`config.mk`:
```
export PLATFORM = sky130hd
export DESIGN_NAME = imem_loader
export DESIGN_NICKNAME = d
export VERILOG_FILES = /design/src/rtl/imem_loader.sv
export SDC_FILE = /design/constraint.sdc
export NUM_CORES = 1
export LEC_CHECK = 0
export ABC_AREA = 0
export CORE_MARGIN = 2
export CORE_UTILIZATION = 50
export DETAILED_ROUTE_END_ITERATION = 6
export GPL_TIMING_DRIVEN = 0
export HOLD_SLACK_MARGIN = 0.02
export PLACE_DENSITY = 0.74
export SKIP_LAST_GASP = 1
export SLEW_MARGIN = 40
export SYNTH_ARGS = -nofsm -noshare
export SYNTH_HDL_FRONTEND = slang
export SYNTH_SLANG_ARGS = --single-unit
export TNS_END_PERCENT = 30
```
`constraint.sdc`:
```
create_clock -name clk -period 3 [get_ports clk]
set_clock_uncertainty 0.15 [all_clocks]
set_input_delay 0.6 -clock clk [delete_from_list [all_inputs] [get_ports clk]]
set_output_delay 0.6 -clock clk [all_outputs]
set_load 0.005 [all_outputs]
```
`src/rtl/imem_loader.sv`:
```
// Boot-time instruction memory loader: packs a byte stream into little-endian
// words, writes them from address 0 upward and holds the core until finished.
//
// state   | meaning
// --------+-----------------------------------------------------------
// S_IDLE  | waiting for start; core runs, no bytes accepted
// S_RECV  | accepting bytes into the assembly register
// S_WRITE | one-cycle write of the assembled word to instruction memory
// S_DONE  | one-cycle completion pulse, core still held
module imem_loader #(
    parameter int INS_ADDRESS = 9,
    parameter int DATA_W      = 32
) (
    input  logic                   clk,
    input  logic                   rst_n,
    input  logic                   start,
    input  logic [INS_ADDRESS-2:0] load_len,
    input  logic                   in_valid,
    input  logic [7:0]             in_byte,
    output logic                   in_ready,
    output logic                   we,
    output logic [INS_ADDRESS-1:0] wa,
    output logic [DATA_W-1:0]      wd,
    output logic                   cpu_hold,
    output logic                   busy,
    output logic                   done
);

    localparam int BPW = DATA_W / 8;
    localparam int WIW = INS_ADDRESS - 2;
    localparam int LW  = INS_ADDRESS - 1;
    localparam int BCW = (BPW > 1) ? $clog2(BPW) : 1;

    localparam logic [LW-1:0]  MAX_WORDS = {1'b1, {WIW{1'b0}}};
    localparam logic [BCW-1:0] LAST_BYTE = BCW'(BPW - 1);

    typedef enum logic [1:0] {
        S_IDLE  = 2'd0,
        S_RECV  = 2'd1,
        S_WRITE = 2'd2,
        S_DONE  = 2'd3
    } state_t;

    state_t             state_q;
    state_t             state_d;
    logic [LW-1:0]      len_q;
    logic [LW-1:0]      len_clamped;
    logic [WIW-1:0]     word_idx_q;
    logic [BCW-1:0]     byte_cnt_q;
    logic [DATA_W-1:0]  asm_q;
    logic [DATA_W-1:0]  asm_next;
    logic [INS_ADDRESS-1:0] wa_q;
    logic [DATA_W-1:0]  wd_q;
    logic               accept;
    logic               last_byte;
    logic               last_word;

    // Clamping keeps word_idx from wrapping, so wa never revisits address 0.
    assign len_clamped = (load_len > MAX_WORDS) ? MAX_WORDS : load_len;
    assign accept      = (state_q == S_RECV) && in_valid;
    assign last_byte   = (byte_cnt_q == LAST_BYTE);
    assign last_word   = ({1'b0, word_idx_q} == (len_q - LW'(1)));

    always_comb begin
        asm_next = asm_q;
        asm_next[8*byte_cnt_q +: 8] = in_byte;
    end

    always_ff @(posedge clk or negedge rst_n) begin
        if (!rst_n) begin
            state_q <= S_IDLE;
        end else begin
            state_q <= state_d;
        end
    end

    always_comb begin
        state_d = state_q;
        case (state_q)
            S_IDLE: begin
                if (start) begin
                    state_d = (len_clamped == '0) ? S_DONE : S_RECV;
                end
            end
            S_RECV: begin
                if (accept && last_byte) begin
                    state_d = S_WRITE;
                end
            end
            S_WRITE: state_d = last_word ? S_DONE : S_RECV;
            S_DONE:  state_d = S_IDLE;
            default: state_d = S_IDLE;
        endcase
    end

    always_comb begin
        in_ready = 1'b0;
        we       = 1'b0;
        cpu_hold = 1'b0;
        busy     = 1'b0;
        done     = 1'b0;
        case (state_q)
            S_RECV: begin
                in_ready = 1'b1;
                cpu_hold = 1'b1;
                busy     = 1'b1;
            end
            S_WRITE: begin
                we       = 1'b1;
                cpu_hold = 1'b1;
                busy     = 1'b1;
            end
            S_DONE: begin
                done     = 1'b1;
                cpu_hold = 1'b1;
                busy     = 1'b1;
            end
            default: ;
        endcase
    end

    // Write address/data are captured with the final byte so they hold after WRITE.
    always_ff @(posedge clk or negedge rst_n) begin
        if (!rst_n) begin
            len_q      <= '0;
            word_idx_q <= '0;
            byte_cnt_q <= '0;
            asm_q      <= '0;
            wa_q       <= '0;
            wd_q       <= '0;
        end else begin
            case (state_q)
                S_IDLE: begin
                    if (start) begin
                        len_q      <= len_clamped;
                        word_idx_q <= '0;
                        byte_cnt_q <= '0;
                    end
                end
                S_RECV: begin
                    if (accept) begin
                        asm_q <= asm_next;
                        if (last_byte) begin
                            byte_cnt_q <= '0;
                            wa_q       <= {word_idx_q, 2'b00};
                            wd_q       <= asm_next;
                        end else begin
                            byte_cnt_q <= byte_cnt_q + BCW'(1);
                        end
                    end
                end
                S_WRITE: begin
                    if (!last_word) begin
                        word_idx_q <= word_idx_q + WIW'(1);
                    end
                end
                default: ;
            endcase
        end
    end

    assign wa = wa_q;
    assign wd = wd_q;

endmodule

```
======== Word-level counts from Yosys, hierarchy flattened ========
Cells that the tools add are included.
cells by class
  shift-type cells ........................ 2
  magnitude comparators ................... 1
  equal/unequal tests ..................... 9
  muxes and demuxes ....................... 18
  $add $sub $neg .......................... 4
  reduce and logical (&&, ||, !) cells .... 13
operator list
  cell                       number
  $neg A5 Y34                1
  $shift A8 B34 Y32 const A  1
  $shiftx A8 B34 Y32         1
  $bwmux W32                 1
  $mux W2                    7
  $mux W7                    2
  $pmux W7 S2                1
  $reduce_and A3 Y1          3
  $eq A7 B8 Y1               1
  $gt A8 B8 Y1 const B       1
  $logic_not A8 Y1           1
  $mux W8                    1
  $pmux W2 S4                1
  $sub A8 B1 Y8 const B      1
  $add A7 B1 Y7 const B      1
  $eq A2 B2 Y1 const B       3
  $ne A2 B2 Y1 const B       3
  $reduce_and A2 Y1          3
  $mux W1                    4
  $pmux W2 S2                1
  $reduce_bool A2 Y1         2
  $reduce_or A3 Y1           1
  $add A2 B1 Y2 const B      1
  $eq A2 B1 Y1 const B       1
  3 further kinds            4
storage, ports and cells
  input bits .............................. 20
  output and inout port bits .............. 46
  register bits ........................... 90
  word-level logic and storage cells ...... 54

======== Depth between registers and ports, before layout ========
Gate-level depths: netlist of the first run.
  depth in word-level cells ............... 6
  gate-level depth with buffers ........... 9
  gate-level depth less buffers ........... 8

======== Worst setup path before layout of the first run ========
OpenSTA, ideal clock, no wires.
  kind .................................... reg2reg
  start ................................... reg byte_cnt_q[0]
  end ..................................... reg asm_q[10]
  buffers on the path ..................... 1
  period minus slack after synthesis ...... 2.301 ns
  library setup time ...................... 0.066 ns
  data required time ...................... 2.784 ns
  stages on the path, launching flop included .. 8
  setup slack ............................. 0.699 ns
  arrival time ............................ 2.085 ns
  cell sequence ........................... dfrtp_1 -> inv_1 -> ha_1 -> nand2_1 -> nor3_1 -> and3_1 -> clkbuf_1 -> a22o_1
between the ends
  cells in the longest elaborated chain, start to end .. 3
  elaborated cells between the ends (all ways) .. 4
  those cells by class .................... add/sub: 1; shift: 2; mux: 1
RTL lines
  element                                                         line  source
  from (decl)                                                     49    logic [BCW-1:0] byte_cnt_q;
  from (signal assigned)                                          148   byte_cnt_q <= byte_cnt_q + BCW'(1);
  $neg A5 Y34 *                                                   66    asm_next[8*byte_cnt_q +: 8] = in_byte;
  $shiftx A8 B34 Y32 / $shift A8 B34 Y32 (equally long branches)  66
  $bwmux W32 *                                                    66
  to (signal assigned)                                            142   asm_q <= asm_next;
  to (decl)                                                       50    logic [DATA_W-1:0] asm_q;
Mark *: on every way between the ends. The rest lies on a longest branch, timed or not.
A chain may end at the register's enable or synchronous reset.

======== Worst setup path in the final report of the first run ========
  start ................................... reg byte_cnt_q[0]
  end ..................................... reg asm_q[18]
Same word-level chain as after synthesis.

==> flow_metrics.env, run 1 <==
export IMPL_start_kind="register"
export IMPL_critPathKind="reg -> reg"
export IMPL_end_kind="register"
export IMPL_synth_area_leaders="dfrtp_1 (54%), a22o_1 (7.1%), nand2_1 (5.3%)"
export IMPL_fin_nets=514
export IMPL_synth_area_mm2=0.00419
export IMPL_synth_top_area_share_pct=53.7
export IMPL_clockRootBuffer="clkbuf_8"
export IMPL_die_h_um=95.5
export IMPL_grt_use_total_pct=22.3
export IMPL_fin_crit_ns=2.85
export IMPL_ys_ff_latch=90
export IMPL_drv_cap=0
export IMPL_p_leak_nw=2.32
export IMPL_fill_cells=713
export IMPL_cp_max_fo=10
export IMPL_die_x_um=95.5
export IMPL_vias_per_cell=5.64
export IMPL_finalMaxSlewViolations=0
export IMPL_drc=0
export IMPL_multi_input_area_mm2=0.00180
export IMPL_ys_flop_type="dfrtp_1"
export IMPL_finalHoldViolations=0
export IMPL_antenna_cells=0
export IMPL_ant_nets=0
export IMPL_vias=3361
export IMPL_cts_buffer_depth=2
export IMPL_setup_violations_final=0
export IMPL_drive_above_1_share_pct=8.35
export IMPL_synthTopCellsByCount="dfrtp_1 (90), nand2_1 (59), o21ai_0 (44), a21oi_1 (40), a22o_1 (34)"
export IMPL_arrival_ns=2.98
export IMPL_final_util_pct=62.8
export IMPL_relSlewSlack_pct=63.5
export IMPL_overflow=0
export IMPL_tritoncts="done"
export IMPL_grt_pass1_wl_mm=15.6
export IMPL_ys_warn_count=0
export IMPL_rows=33
export IMPL_synth_edf_count=0
export IMPL_cts_buffers=9
export IMPL_yosysUniqueCellTypes=42
export IMPL_outcome="finished, final reports clean"
export IMPL_grt_max_degree=48
export IMPL_seq_area_frac_synth_pct=53.7
export IMPL_fin_crit_sh_pct=94.9
export IMPL_cellPowerDensity_mw_per_mm2=863
export IMPL_gp_congestion=0.825
export IMPL_clkSlewWorstSetupHoldPaths_ns=0.08
export IMPL_fp_coreArea_mm2=0.00818
export IMPL_dr_first_iter_drc_count=262
export IMPL_irDropWorstVdd_mv=0.387
export IMPL_wl_per_cell_um=15.5
export IMPL_regArea_mm2=0.00225
export IMPL_dieArea_mm2=0.00913
export IMPL_worstHoldPathType="reg -> reg"
export IMPL_clock_latency_ns=0.35
export IMPL_cts_max_level=3
export IMPL_clock_sinks=90
export IMPL_syn_mean_instance_area_um2=10.0
export IMPL_io_buffer_count=55
export IMPL_syn_inst=417
export IMPL_area_delta_synth_final_pct=22.6
export IMPL_required_ns=3.13
export IMPL_totalWireLength_mm=9.27
export IMPL_yosysMostFrequentCell="dfrtp_1"
export IMPL_max_freq_mhz=351
export IMPL_num_io_pins=66
export IMPL_grt_pass1_vias=3149
export IMPL_grt_setup_unrepaired="false"
export IMPL_dp_hpwl_mm=6.57
export IMPL_antenna_found_initial=0
export IMPL_worst_pin_slew_ns=0.545
export IMPL_timing_hold_ws_ns=0.333
export IMPL_yosys_area_top_type="dfrtp_1"
export IMPL_dr_pass1_iters=5
export IMPL_initial_core_util_pct=51.3
export IMPL_synthArstFlopShare_pct=100
flip-flops by register name, summed over array words and instances (netlist names):
name        count
asm_q          32
wa              7
wd             32
byte_cnt_q      2
word_idx_q      7
len_q           8
state_q         2
through the flow:
stage / instances / setup TNS (ns) / setup WS (ns) / cell area [um2] / power, mW
6_report: 596 / 0 / 0.153 / 5140 / 4.43
4_1_cts: 596 / 0 / 0.221 / 5120 / 4.43
3_3_place_gp: 578 / -179.14 / -2.00 / 4880 / 3.54
5_1_grt: 596 / 0 / 0.00980 / 5140 / 4.78
3_5_place_dp: 579 / 0 / 0.149 / 4900 / 3.60
2_1_floorplan: 418 / 0 / 0.699 / 4190 / 2.90
worst max-delay path, cell delays in order, from the launching register on:
cell and delay, ns:
dfrtp_1 0.48, inv_1 0.24, ha_1 0.42, nor4bb_1 0.38, clkbuf_1 0.38, and3_1 0.21
clkbuf_1 0.31, a22o_1 0.21
cell type report:
class / instances / area share [%]
Timing Repair Buffer: 57 / 11.5
Inverter: 5 / 0.365
Tap cell: 105 / 2.56
Buffer: 29 / 2.68
Multi-Input combinational cell: 294 / 35.1
Sequential cell: 90 / 43.8
Clock inverter: 6 / 1.29
Clock buffer: 10 / 2.68
cell families (layout without fill, tap and decap cells):
logic type,after synthesis,in the layout,synth area share [%]
fa+ha+maj,8,8,2.39
mux,7,7,1.88
flops,90,90,53.7
buf+inv,34,107,3.73
xor+xnor,6,6,1.25
simple gates,144,144,18.0
compound gates,127,127,18.9
other cells,1,2,0.0895
layer usage:
layer | global-route usage, % | wire length, um | up-vias
met4 | 7.98 | 155 | 0
met1 | 33.6 | 4490 | 1646
li1 | - | - | 1604
met3 | 3.56 | 421 | 13
met5 | 0 | 0 | -
met2 | 32.8 | 4200 | 98
worst paths after layout:
kind | end | slack [ns] | startpoint | cells past startpoint
setup reg to reg | asm_q[18]$_DFFE_PN0P_ | 0.15 | byte_cnt_q[0]$_DFFE_PN0P_ | 7
hold / removal | wd[11]$_DFFE_PN0P_ | 0.33 | wd[11]$_DFFE_PN0P_ | 2
setup / recovery | asm_q[18]$_DFFE_PN0P_ | 0.15 | byte_cnt_q[0]$_DFFE_PN0P_ | 7
hold reg to reg | wd[11]$_DFFE_PN0P_ | 0.33 | wd[11]$_DFFE_PN0P_ | 2
min in group asynchronous | wd[15]$_DFFE_PN0P_ | 0.57 | rst_n | 2
max in group asynchronous | word_idx_q[6]$_DFFE_PN0P_ | 1.57 | rst_n | 3
placed cells by master, fill, tap and decap left out, types with 3 or more instances in the layout:
cell type,instances
xor2_1,5
or2_2,3
nand2_1,59
nor2_1,10
mux2_2,7
a21oi_1,40
clkbuf_8,10
o21ai_0,44
or3_2,3
a22o_1,34
ha_1,8
or3_1,4
and3_1,4
buf_6,3
nand3b_1,8
nand3_1,4
clkinv_4,3
clkdlybuf4s50_1,54
clkbuf_1,14
buf_4,3
inv_1,5
dfrtp_1,90
buf_1,8
nor2b_1,33
power by group:
part	switching, mW	internal, mW	total [mW]
Clock	0.414	0.409	0.823
Sequential	0.295	1.64	1.93
Combinational	0.797	0.882	1.68
Total	1.51	2.93	4.43
repair_timing:
action,CTS,global route
setup endpoints to repair,0,0
gates resized for setup,0,0
endpoints found under the hold margin,7,0
hold buffers,1,0
setup buffers,0,0
(Power assumes the default switching activity.)
==> run 2: changes to the inputs <==
Settings changed: SLEW_MARGIN 40 to 20.
==> run 2 against run 1 <==
  * Wire length decreased by 0.18%
  * Global-route usage about the same
  * Sequential cell count unchanged
  * Largest cell class unchanged
  * Largest power group unchanged
  * Sequential power about the same
  * Utilization decreased by 0.40 points
  * First-iteration DRC count decreased by 5.7%
  * Count of clock-buffer cells in the layout unchanged
  * Die area unchanged
==> flow_metrics.env, run 2 (synthesis gave the netlist of run 1 again) <==
export IMPL_place_area_mm2=0.00490
export IMPL_clock_sinks=90
export IMPL_max_freq_mhz=356
export IMPL_finalMaxSlewViolations=0
export IMPL_cts_hold_buf=0
export IMPL_setup_violations_final=0
export IMPL_dieArea_mm2=0.00913
export IMPL_antenna_cells=0
export IMPL_clockRootBuffer="clkbuf_8"
export IMPL_finalPower_mw=4.41
export IMPL_grt_max_degree=48
export IMPL_r2r_setup_slack_ns=0.19
export IMPL_fin_crit_ns=2.81
export IMPL_fin_crit_sh_pct=93.7
export IMPL_worstHoldPathType="in -> async"
export IMPL_fp_coreArea_mm2=0.00818
export IMPL_totalWireLength_mm=9.25
export IMPL_clock_latency_ns=0.34
export IMPL_grt_use_total_pct=22.3
export IMPL_arrival_ns=2.94
export IMPL_worstRegToRegCells=7
export IMPL_cts_resized=0
export IMPL_final_area_mm2=0.00510
export IMPL_final_cell_mix="dfrtp_1 (90), nand2_1 (59), clkdlybuf4s50_1 (54)"
export IMPL_cts_buffer_depth=2
export IMPL_overflow=0
export IMPL_cts_buffers=9
export IMPL_gp_congestion=0.825
export IMPL_wl_per_cell_um=15.5
export IMPL_grt_pass1_vias=3137
export IMPL_multi_input_area_mm2=0.00179
export IMPL_regArea_mm2=0.00225
export IMPL_irDropWorstVdd_mv=0.381
export IMPL_die_h_um=95.5
export IMPL_end_kind="register"
export IMPL_antenna_found_initial=0
export IMPL_worstReg2RegStart="byte_cnt_q[0]$_DFFE_PN0P_"
export IMPL_cellPowerDensity_mw_per_mm2=863
export IMPL_initial_core_util_pct=51.3
export IMPL_p_leak_nw=2.31
export IMPL_cp_max_fo=10
export IMPL_grt_setup_unrepaired="true"
export IMPL_drive_above_1_share_pct=7.96
export IMPL_outcome="finished, final reports clean"
export IMPL_area_delta_synth_final_pct=21.8
export IMPL_dr_first_iter_drc_count=247
export IMPL_fill_cells=719
export IMPL_postCtsSetupBuffers=0
export IMPL_io_buffer_count=55
export IMPL_num_io_pins=66
export IMPL_tritoncts="done"
export IMPL_final_common_cell="dfrtp_1"
export IMPL_vias=3312
export IMPL_drv_cap=0
export IMPL_drc=0
export IMPL_relSlewSlack_pct=38.2
export IMPL_required_ns=3.13
export IMPL_clkSlewWorstSetupHoldPaths_ns=0.09
export IMPL_ant_nets=0
export IMPL_cts_max_level=3
export IMPL_worst_pin_slew_ns=0.920
export IMPL_dr_pass1_iters=4
export IMPL_vias_per_cell=5.57
export IMPL_grt_pass1_wl_mm=15.6
export IMPL_fin_nets=513
export IMPL_critPathKind="reg -> reg"
export IMPL_start_kind="register"
export IMPL_dp_hpwl_mm=6.57
export IMPL_finalHoldViolations=0
export IMPL_die_x_um=95.5
export IMPL_rows=33
export IMPL_setup_worst_path_start="byte_cnt_q[0]$_DFFE_PN0P_"
==> run 2: changes by cell type in the layout (fill, tap and decap cells not counted) <==
cell	before	now
nor4b_2	0	1
nor3_2	2	0
buf_6	3	2
nor3_1	2	4
dlygate4sd3_1	1	0
buf_4	3	4
nor4b_4	1	0
==> run 2: worst paths after layout <==
check | to
max reg2reg | asm_q[18]$_DFFE_PN0P_
min reg2reg | wd[11]$_DFFE_PN0P_
max | asm_q[18]$_DFFE_PN0P_
min | wd[15]$_DFFE_PN0P_
min in group clk | wd[11]$_DFFE_PN0P_
max in group asynchronous | word_idx_q[6]$_DFFE_PN0P_
==> run 2: per-layer routing <==
layer	GRT usage (%)	part of all wire, %	up-vias
met2	32.7	46	78
met4	7.98	1.5	0
met3	3.56	4.2	14
met1	33.6	48	1617
met5	0	0	-
li1	-	-	1603
==> run 2: where the power goes <==
group          internal, mW  total, mW  switching, mW
logic                 0.874       1.65          0.779
clock network         0.409      0.820          0.410
registers              1.64       1.93          0.296
total                  2.92       4.41           1.49
==> run 2: cell type report <==
type	count	share of cell area, %
plain buffers	29	2.70
clock inverters	6	1.30
clock buffers	10	2.70
repair buffers	56	11.3
multi-input cells	294	35.0
inverters	5	0.368
flip-flops and latches	90	44.1
well taps	105	2.57
==> run 2: critical path: stages, from the launching register on <==
cell and delay [ns]:
dfrtp_1 0.48, inv_1 0.20, ha_1 0.41, nor4bb_1 0.38, clkbuf_1 0.39, and3_1 0.21, clkbuf_1 0.32, a22o_1 0.21
==> run 2: per-stage QoR <==
| stage | instances | hold WS (ns) | setup WS, ns | TNS [ns] | util (%) |
|---|---|---|---|---|---|
| 2_1_floorplan | 418 | 0.154 | 0.699 | 0 | - |
| 3_3_place_gp | 578 | 0.314 | -2.00 | -179.14 | 59.6 |
| 3_5_place_dp | 579 | 0.320 | 0.149 | 0 | 59.9 |
| 4_1_cts | 595 | 0.0979 | 0.221 | 0 | 62.4 |
| 5_1_grt | 595 | 0.109 | -0.0464 | -0.556 | 62.4 |
| 6_report | 595 | 0.0809 | 0.190 | 0 | 62.4 |
